## config.mk

```make
export PLATFORM = sky130hd
export DESIGN_NAME = param_sync_fifo
export DESIGN_NICKNAME = d
export VERILOG_FILES = /design/src/rtl/param_sync_fifo.sv
export SDC_FILE = /design/constraint.sdc
export NUM_CORES = 1
export LEC_CHECK = 0
export BUFFER_PORTS_ARGS = -buffer_cell sky130_fd_sc_hd__buf_2
export CORE_MARGIN = 4
export CORE_UTILIZATION = 45
export CTS_BUF_LIST = sky130_fd_sc_hd__clkbuf_8
export CTS_CLUSTER_DIAMETER = 30
export CTS_CLUSTER_SIZE = 25
export DETAILED_ROUTE_END_ITERATION = 7
export GPL_TIMING_DRIVEN = 0
export HOLD_SLACK_MARGIN = 0.05
export SETUP_SLACK_MARGIN = 0.5
export SLEW_MARGIN = 20
export SYNTH_ARGS = -nofsm -noshare
export SYNTH_HDL_FRONTEND = slang
export SYNTH_SLANG_ARGS = --single-unit
```

## constraint.sdc

```tcl
create_clock -name clk -period 8 [get_ports clk]
set_clock_uncertainty 0.05 [all_clocks]
set_input_delay 0.4 -clock clk [delete_from_list [all_inputs] [get_ports clk]]
set_output_delay 0.4 -clock clk [all_outputs]
set_load 0.02 [all_outputs]
```

## src/rtl/param_sync_fifo.sv

```systemverilog
// Parametrised synchronous FIFO for the SCNN input path.
// Optional FWFT read port, fill level, thresholds, flush and sticky error flags.
`default_nettype none

module param_sync_fifo #(
    parameter int WIDTH     = 32,
    parameter int DEPTH     = 16,
    parameter int FWFT      = 0,
    parameter int AF_THRESH = DEPTH - 2,
    parameter int AE_THRESH = 2
) (
    input  logic                       clk,
    input  logic                       rst,
    input  logic                       flush,
    input  logic                       write_en,
    input  logic [WIDTH-1:0]           w_data,
    input  logic                       read_en,
    output logic [WIDTH-1:0]           r_data,
    output logic                       r_valid,
    output logic                       full,
    output logic                       empty,
    output logic                       almost_full,
    output logic                       almost_empty,
    output logic [$clog2(DEPTH):0]     level,
    output logic                       overflow,
    output logic                       underflow,
    input  logic                       err_clr
);

    localparam int AW = $clog2(DEPTH);
    localparam int PW = AW + 1;

    localparam logic [PW-1:0] LVL_FULL = PW'(DEPTH);
    localparam logic [PW-1:0] LVL_AF   = PW'(AF_THRESH);
    localparam logic [PW-1:0] LVL_AE   = PW'(AE_THRESH);

    logic [WIDTH-1:0] mem_q [DEPTH];

    logic [PW-1:0] w_ptr_q, w_ptr_d;
    logic [PW-1:0] r_ptr_q, r_ptr_d;
    logic          ovf_q, ovf_d;
    logic          udf_q, udf_d;

    logic [PW-1:0] lvl;
    logic [AW-1:0] w_idx;
    logic [AW-1:0] r_idx;
    logic          rd_ok;
    logic          wr_ok;
    logic          wr_req_bad;
    logic          rd_req_bad;

    assign lvl   = w_ptr_q - r_ptr_q;
    assign w_idx = w_ptr_q[AW-1:0];
    assign r_idx = r_ptr_q[AW-1:0];

    assign level        = lvl;
    assign full         = (lvl == LVL_FULL);
    assign empty        = (lvl == '0);
    assign almost_full  = (lvl >= LVL_AF);
    assign almost_empty = (lvl <= LVL_AE);
    assign overflow     = ovf_q;
    assign underflow    = udf_q;

    // A full FIFO still takes a write when a pop frees a slot this cycle.
    assign rd_ok = read_en & ~empty;
    assign wr_ok = write_en & (~full | rd_ok);

    assign wr_req_bad = write_en & ~wr_ok & ~flush;
    assign rd_req_bad = read_en & ~rd_ok & ~flush;

    // Next-state for pointers and sticky error flags; flush beats traffic.
    always_comb begin
        w_ptr_d = w_ptr_q;
        r_ptr_d = r_ptr_q;
        ovf_d   = ovf_q;
        udf_d   = udf_q;
        if (flush) begin
            w_ptr_d = '0;
            r_ptr_d = '0;
        end else begin
            if (wr_ok) begin
                w_ptr_d = w_ptr_q + PW'(1);
            end
            if (rd_ok) begin
                r_ptr_d = r_ptr_q + PW'(1);
            end
        end
        if (err_clr) begin
            ovf_d = 1'b0;
            udf_d = 1'b0;
        end
        if (wr_req_bad) begin
            ovf_d = 1'b1;
        end
        if (rd_req_bad) begin
            udf_d = 1'b1;
        end
    end

    // Pointer and error-flag registers.
    always_ff @(posedge clk or negedge rst) begin
        if (!rst) begin
            w_ptr_q <= '0;
            r_ptr_q <= '0;
            ovf_q   <= 1'b0;
            udf_q   <= 1'b0;
        end else begin
            w_ptr_q <= w_ptr_d;
            r_ptr_q <= r_ptr_d;
            ovf_q   <= ovf_d;
            udf_q   <= udf_d;
        end
    end

    // Storage array; left unreset so it maps onto plain RAM.
    always_ff @(posedge clk) begin
        if (wr_ok && !flush) begin
            mem_q[w_idx] <= w_data;
        end
    end

    generate
        if (FWFT != 0) begin : g_fwft
            // Head word is presented as soon as it is stored.
            always_comb begin
                r_data  = '0;
                r_valid = ~empty;
                if (!empty) begin
                    r_data = mem_q[r_idx];
                end
            end
        end else begin : g_std
            logic [WIDTH-1:0] r_data_q, r_data_d;
            logic             r_valid_q, r_valid_d;

            // Popped word is captured at the read edge.
            always_comb begin
                r_data_d  = r_data_q;
                r_valid_d = 1'b0;
                if (rd_ok && !flush) begin
                    r_data_d  = mem_q[r_idx];
                    r_valid_d = 1'b1;
                end
            end

            // Registered read-port outputs.
            always_ff @(posedge clk or negedge rst) begin
                if (!rst) begin
                    r_data_q  <= '0;
                    r_valid_q <= 1'b0;
                end else begin
                    r_data_q  <= r_data_d;
                    r_valid_q <= r_valid_d;
                end
            end

            assign r_data  = r_data_q;
            assign r_valid = r_valid_q;
        end
    endgenerate

endmodule

`default_nettype wire

```

== Yosys cells after proc, flatten, opt, wreduce, memory -nomap -nowiden ==
Memories as Yosys holds them, arrays and structs flattened. A register that Yosys moved wholly into a read port is not among the register bits.
Index checks and enable logic that the tools add are counted.

* Register bits after elaboration: 13
* Latch bits: 0
* Memory bits (writable): 512
* Memory bits (read-only): 0
* Bits of input ports: 38
* Output and inout port bits: 44
* Logic and storage cells: 43
* Memories: 1

{| class="wikitable"
|+ Memory list
! name !! depth !! bits a word !! rd ports !! clocked after memory_dff !! wr ports !! RTL line !! text
|-
| mem_q || 16 || 32 || 1 || 1 || 1 || 37 || <nowiki>logic [WIDTH-1:0] mem_q [DEPTH];</nowiki>
|}

* Add/sub/neg operators: 3
* Multiply operators: 0
* Div/mod/pow operators: 0
* Order comparisons: 2
* Eq/ne operators: 1
* Shifts and indexed selects: 0
* Multiplexer cells: 10
* Bitwise operators: 12
* Reductions and logical operators: 9

{| class="wikitable"
|+ Operators by type and width
! operator !! count
|-
| $mux W5 || 4
|-
| $add A5 B1 Y5 const B || 2
|-
| $reduce_bool A2 Y1 || 4
|-
| $and A1 B1 Y1 || 6
|-
| $mux W1 || 6
|-
| $eq A5 B5 Y1 const B || 1
|-
| $ge A5 B4 Y1 const B || 1
|-
| $le A5 B2 Y1 const B || 1
|-
| $logic_not A5 Y1 || 1
|-
| $not A1 Y1 || 5
|-
| $sub A5 B5 Y5 || 1
|-
| $logic_and A1 B1 Y1 || 2
|-
| $logic_not A1 Y1 || 2
|-
| $or A1 B1 Y1 || 1
|}

== Depth between registers and ports, before layout ==
* Depth in word-level cells: 10
* Gate-level depth with buffers: 14
* Mapped depth without buffers: 10

== Least setup slack after synthesis ==
No wires, ideal clock.

* Path kind: register to register
* From: register r_ptr_q[2]
* To: memory mem_q[4][0] (enable)
* Library setup time: 0.501 ns
* Arrival time: 5.681 ns
* Required time: 7.449 ns
* Path slack: 1.768 ns
* Stages on the path, launching flop included: 12
* Buffers on the path: 4
* Clock period less this slack: 6.232 ns
* Cell sequence: dfrtp_1 > buf_2 > clkbuf_1 > inv_1 > clkbuf_1 > ha_1 > xnor2_2 > nor2_1 > mux2i_4 > nor3_2 > buf_2 > nor4_1

* Cells in the longest elaborated chain, start to end: 9
* Elaborated cells on any way between the ends: 11
* Classes of those cells: 1 x add/sub; 1 x eq/ne; 2 x mux; 5 x bitwise; 2 x reduce/logical

{| class="wikitable"
|+ RTL lines
! element !! RTL line !! text
|-
| from (decl) || 40 || <nowiki>logic [PW-1:0] r_ptr_q, r_ptr_d;</nowiki>
|-
| from (signal assigned) || 109 || <nowiki>r_ptr_q <= r_ptr_d;</nowiki>
|-
| $sub A5 B5 Y5 * || 52 || <nowiki>assign lvl = w_ptr_q - r_ptr_q;</nowiki>
|-
| named net level[2] || 24 || <nowiki>output logic [$clog2(DEPTH):0] level,</nowiki>
|-
| $logic_not A5 Y1 || 58 || <nowiki>assign empty = (lvl == '0);</nowiki>
|-
| $not A1 Y1 || 65 || <nowiki>assign rd_ok = read_en & ~empty;</nowiki>
|-
| $and A1 B1 Y1 || 65 ||
|-
| $or A1 B1 Y1 * || 66 || <nowiki>assign wr_ok = write_en & (~full | rd_ok);</nowiki>
|-
| $and A1 B1 Y1 * || 66 ||
|-
| $logic_and A1 B1 Y1 * || 117 || <nowiki>if (wr_ok && !flush) begin</nowiki>
|-
| $mux W1 * || 117 ||
|-
| $mux W1 (implied by the code) * || 118 || <nowiki>mem_q[w_idx] <= w_data;</nowiki>
|-
| to (decl) || 37 ||
|}

Mark *: on every way through the listed nets, which the timed path passes. The rest lies on a longest branch.

== Worst setup path after layout ==
* From: register r_ptr_q[2]
* To: memory mem_q[0][18] (enable)

* Cells in the longest elaborated chain, start to end: 9
* Elaborated cells on any way between the ends: 11
* Classes of those cells: 1 x add/sub; 1 x eq/ne; 2 x mux; 5 x bitwise; 2 x reduce/logical

{| class="wikitable"
|+ RTL lines
! element !! RTL line
|-
| $sub A5 B5 Y5 * || 52
|-
| $logic_not A5 Y1 || 58
|-
| $not A1 Y1 || 65
|-
| $and A1 B1 Y1 || 65
|-
| $or A1 B1 Y1 * || 66
|-
| $and A1 B1 Y1 * || 66
|-
| $logic_and A1 B1 Y1 * || 117
|-
| $mux W1 * || 117
|-
| $mux W1 (implied by the code) * || 118
|}

Mark *: on every way between the ends. The rest lies on a longest branch, timed or not.

==> flow_summary.toml <==
[status]
outcome = "complete, no violations"

[global_routing]
grt_pass1_vias = 11900
grt_max_degree = 46
gr-total-overflow = 0
grt_pass1_wl_um = 76300
antenna_found_initial = 3
grt_usage = 0.195

[setup_path]
crit_start = "r_ptr_q[2]"
endpoint = "mem_q[0][18]"
cp.required_ps = 8320
rrSetupSlack_ps = 3180
reg2reg_to = "mem_q[0][18]"
max_stage_delay_ps = 710
path_class = "reg -> reg"
r2r_start = "r_ptr_q[2]"
arrival_ps = 5140
crit_chain = "buf_2 -> clkbuf_1 -> inv_1 -> clkbuf_1 -> ha_1 -> nand3b_1 -> nand2_1 -> mux2i_4 -> nor3_2 -> buf_2 -> nor4_2 -> buf_2 -> buf_2"
crit_path_end_kind = "flip-flop"
ff2ff_path_depth = 13
crit_path_frequent_cell = "buf_2"
worst_setup_path_start_kind = "flip-flop"
cp_max_fo = 10
slowest_stage = "nor4_2"

[clock_tree]
htree_levels = 3
cts.sinks = 557
cts_tree = "yes"
post_cts_resized = 0
clk_transition_reported_paths_ps = 60
cts_buffers = 115
worstSkewPairLatency_ps = 700
clockRootBuffer = "clkbuf_8"
cts_buffer_depth = 3

[sta]
fmax_mhz = 207
whs_ps = 293
hold_viol = 0
fin_crit_ps = 4820
finalCritPeriodShare = 0.603
setup_viol = 0
drv_slew = 0
maxSlewHeadroom = 0.412
tightestPinTransition_ps = 882
grt_setup_unrepaired = "no"

[yosys]
synth_nets = 1116
synth_edf_count = 512
ys_seq_area_frac = 0.757
synth_area_um2 = 21800
async_flop_share = 0.0808
yosysUniqueCellTypes = 49
syn_inst = 1068
ys.warnings.count = 0
synth_seq_cells = 557
synthFlopType = "edfxtp_1"
avgSynthCellArea_um2 = 20.4

[place]
port_buffers = 80
place.gp.congestion = 0.739
dp_hpwl_um = 32400
postPlaceCellArea_um2 = 23500
dp_cells = 1826

[drt]
wl_met1_um = 22400
drc = 0
drt_first_pass_iters = 5
met3_length_um = 2960
via_per_inst = 5.46
num_vias = 11400
first_iter_violations = 1036
wire_per_inst_um = 23.9
drt_wl_total_um = 49800
met2_length_um = 23500
top_layer_used = "met5"
drtAntennaViolNets = 0

[floorplan]
die_area_um2 = 52000
io-pin-count = 82
fp-row-count = 80
fp.coreArea_um2 = 47800
die_h_um = 228
start_util = 0.455
die_width_um = 228

[final_layout]
nets = 1414
stdcell_area_um2 = 26700
finalNonFillerCells = 2084
drive_above_1_share = 0.381
area_growth_pct = 22.4
fin_util = 0.557

[pwr]
seq_power_share = 0.387
power.total_mw = 8.73
p_comb_frac = 0.220
power_density_nw_per_um2 = 327
internal_power_mw = 6.32
p_leak_nw = 9.34
clkPwrFrac = 0.394
p_switching_mw = 2.40
peakVddDrop_v = 0.000160
p_sw_frac = 0.275

[run]
max-cap-violations = 0

[min_path]
hold_class = "in -> async"
-- sequential cells by signal, summed over array words and instances (netlist names) --
name / flops
w_ptr_q: 5
r_ptr_q: 5
overflow: 1
mem_q: 512
r_data: 32
underflow: 1
r_valid: 1
-- cell families after synthesis --
family / Yosys count / synth area share
simple gates: 211 / 0.0441
buf+inv: 69 / 0.0174
xor+xnor: 6 / 0.00345
compound gates: 52 / 0.0157
mux: 163 / 0.156
flops: 557 / 0.757
fa+ha+maj: 10 / 0.00609
-- layer usage --
metal  vias to the layer above  GRT usage
met5                         -          0
met4                         2     0.0614
met3                        75     0.0385
met2                       385      0.302
met1                      5967      0.284
li1                       4956          -
-- worst max-delay path: cells and delay by family (launching register included) --
kind / cells / cell delay, ps
fa+ha+maj: 1 / 510
buf+inv: 7 / 2150
simple gates: 4 / 1110
mux: 1 / 350
flops: 1 / 330
-- stage by stage --
step,setup TNS (ps),setup WS [ps]
after global placement,-591440,-2540
after floorplan,0,1770
after detailed placement,0,3200
after CTS,0,3140
after global routing,0,2790
final,0,3180
-- layout by cell type (no fill, tap or decap), types with 11 or more instances in the layout --
| cell | Yosys | layout |
|---|---|---|
| a31oi_1 | 32 | 32 |
| and3_1 | 32 | 32 |
| buf_12 | 4 | 12 |
| buf_2 | 10 | 138 |
| buf_4 | 6 | 13 |
| bufinv_16 | 0 | 19 |
| clkbuf_1 | 29 | 29 |
| clkbuf_8 | 0 | 126 |
| clkinv_2 | 0 | 27 |
| clkinv_4 | 0 | 12 |
| clkinvlp_4 | 0 | 11 |
| dfrtp_1 | 45 | 45 |
| dlygate4sd3_1 | 0 | 38 |
| edfxtp_1 | 512 | 512 |
| inv_1 | 11 | 22 |
| mux2_4 | 29 | 29 |
| mux4_2 | 128 | 128 |
| nand2_1 | 136 | 136 |
-- power by group through the flow --
stage / Combinational [mW] / Clock [mW] / Sequential, mW
2_1_floorplan: 1.27 / 0 / 3.54
3_3_place_gp: 1.91 / 0 / 3.44
3_5_place_dp: 1.94 / 0 / 3.43
4_1_cts: 1.96 / 3.50 / 3.37
5_1_grt: 2.07 / 3.66 / 3.39
6_report: 1.92 / 3.43 / 3.37
-- layout make-up --
class / instances / area (µm²)
sequential: 557 / 16500
inverter: 12 / 45.0
tap: 615 / 769
fill: 3702 / 21200
buffer: 57 / 334
antenna: 1 / 2.50
multi-input combinational: 442 / 5020
timing repair buffer: 181 / 1230
clock buffer: 126 / 1730
clock inverter: 93 / 1020
-- worst min path at each step --
stage                 end  slack, ps  depth (start not counted)
3_3_place_gp    underflow        420                          1
3_5_place_dp     overflow        430                          1
2_1_floorplan    overflow         50                          0
4_1_cts        r_data[20]        270                          2
5_1_grt        r_ptr_q[0]        320                          2
6_report       r_ptr_q[3]        290                          2
-- synth_stat cells, types with 3 or more instances --
| master | number | area, µm² |
|---|---|---|
| buf_4 | 6 | 45.0 |
| nor2_1 | 17 | 63.8 |
| mux4_2 | 128 | 2880 |
| buf_12 | 4 | 80.1 |
| o21ai_0 | 3 | 15.0 |
| mux2_2 | 3 | 33.8 |
| a31oi_1 | 32 | 200 |
| ha_1 | 9 | 113 |
| and3_1 | 32 | 200 |
| nand3_1 | 3 | 15.0 |
| buf_2 | 10 | 50.1 |
| or3_2 | 3 | 22.5 |
| buf_1 | 5 | 18.8 |
| clkbuf_1 | 29 | 109 |
| edfxtp_1 | 512 | 15400 |
| dfrtp_1 | 45 | 1130 |
| nand2_1 | 136 | 510 |
| mux2_4 | 29 | 435 |
| a21oi_1 | 6 | 30.0 |
| nor4_1 | 8 | 50.1 |
| inv_1 | 11 | 41.3 |
-- what timing repair did --
item                                   in CTS  in global routing
endpoints found under the hold margin     568                  0
hold buffers                               38                  0
setup buffers                               0                  0
Note: power is estimated with default switching activity, not from simulation.
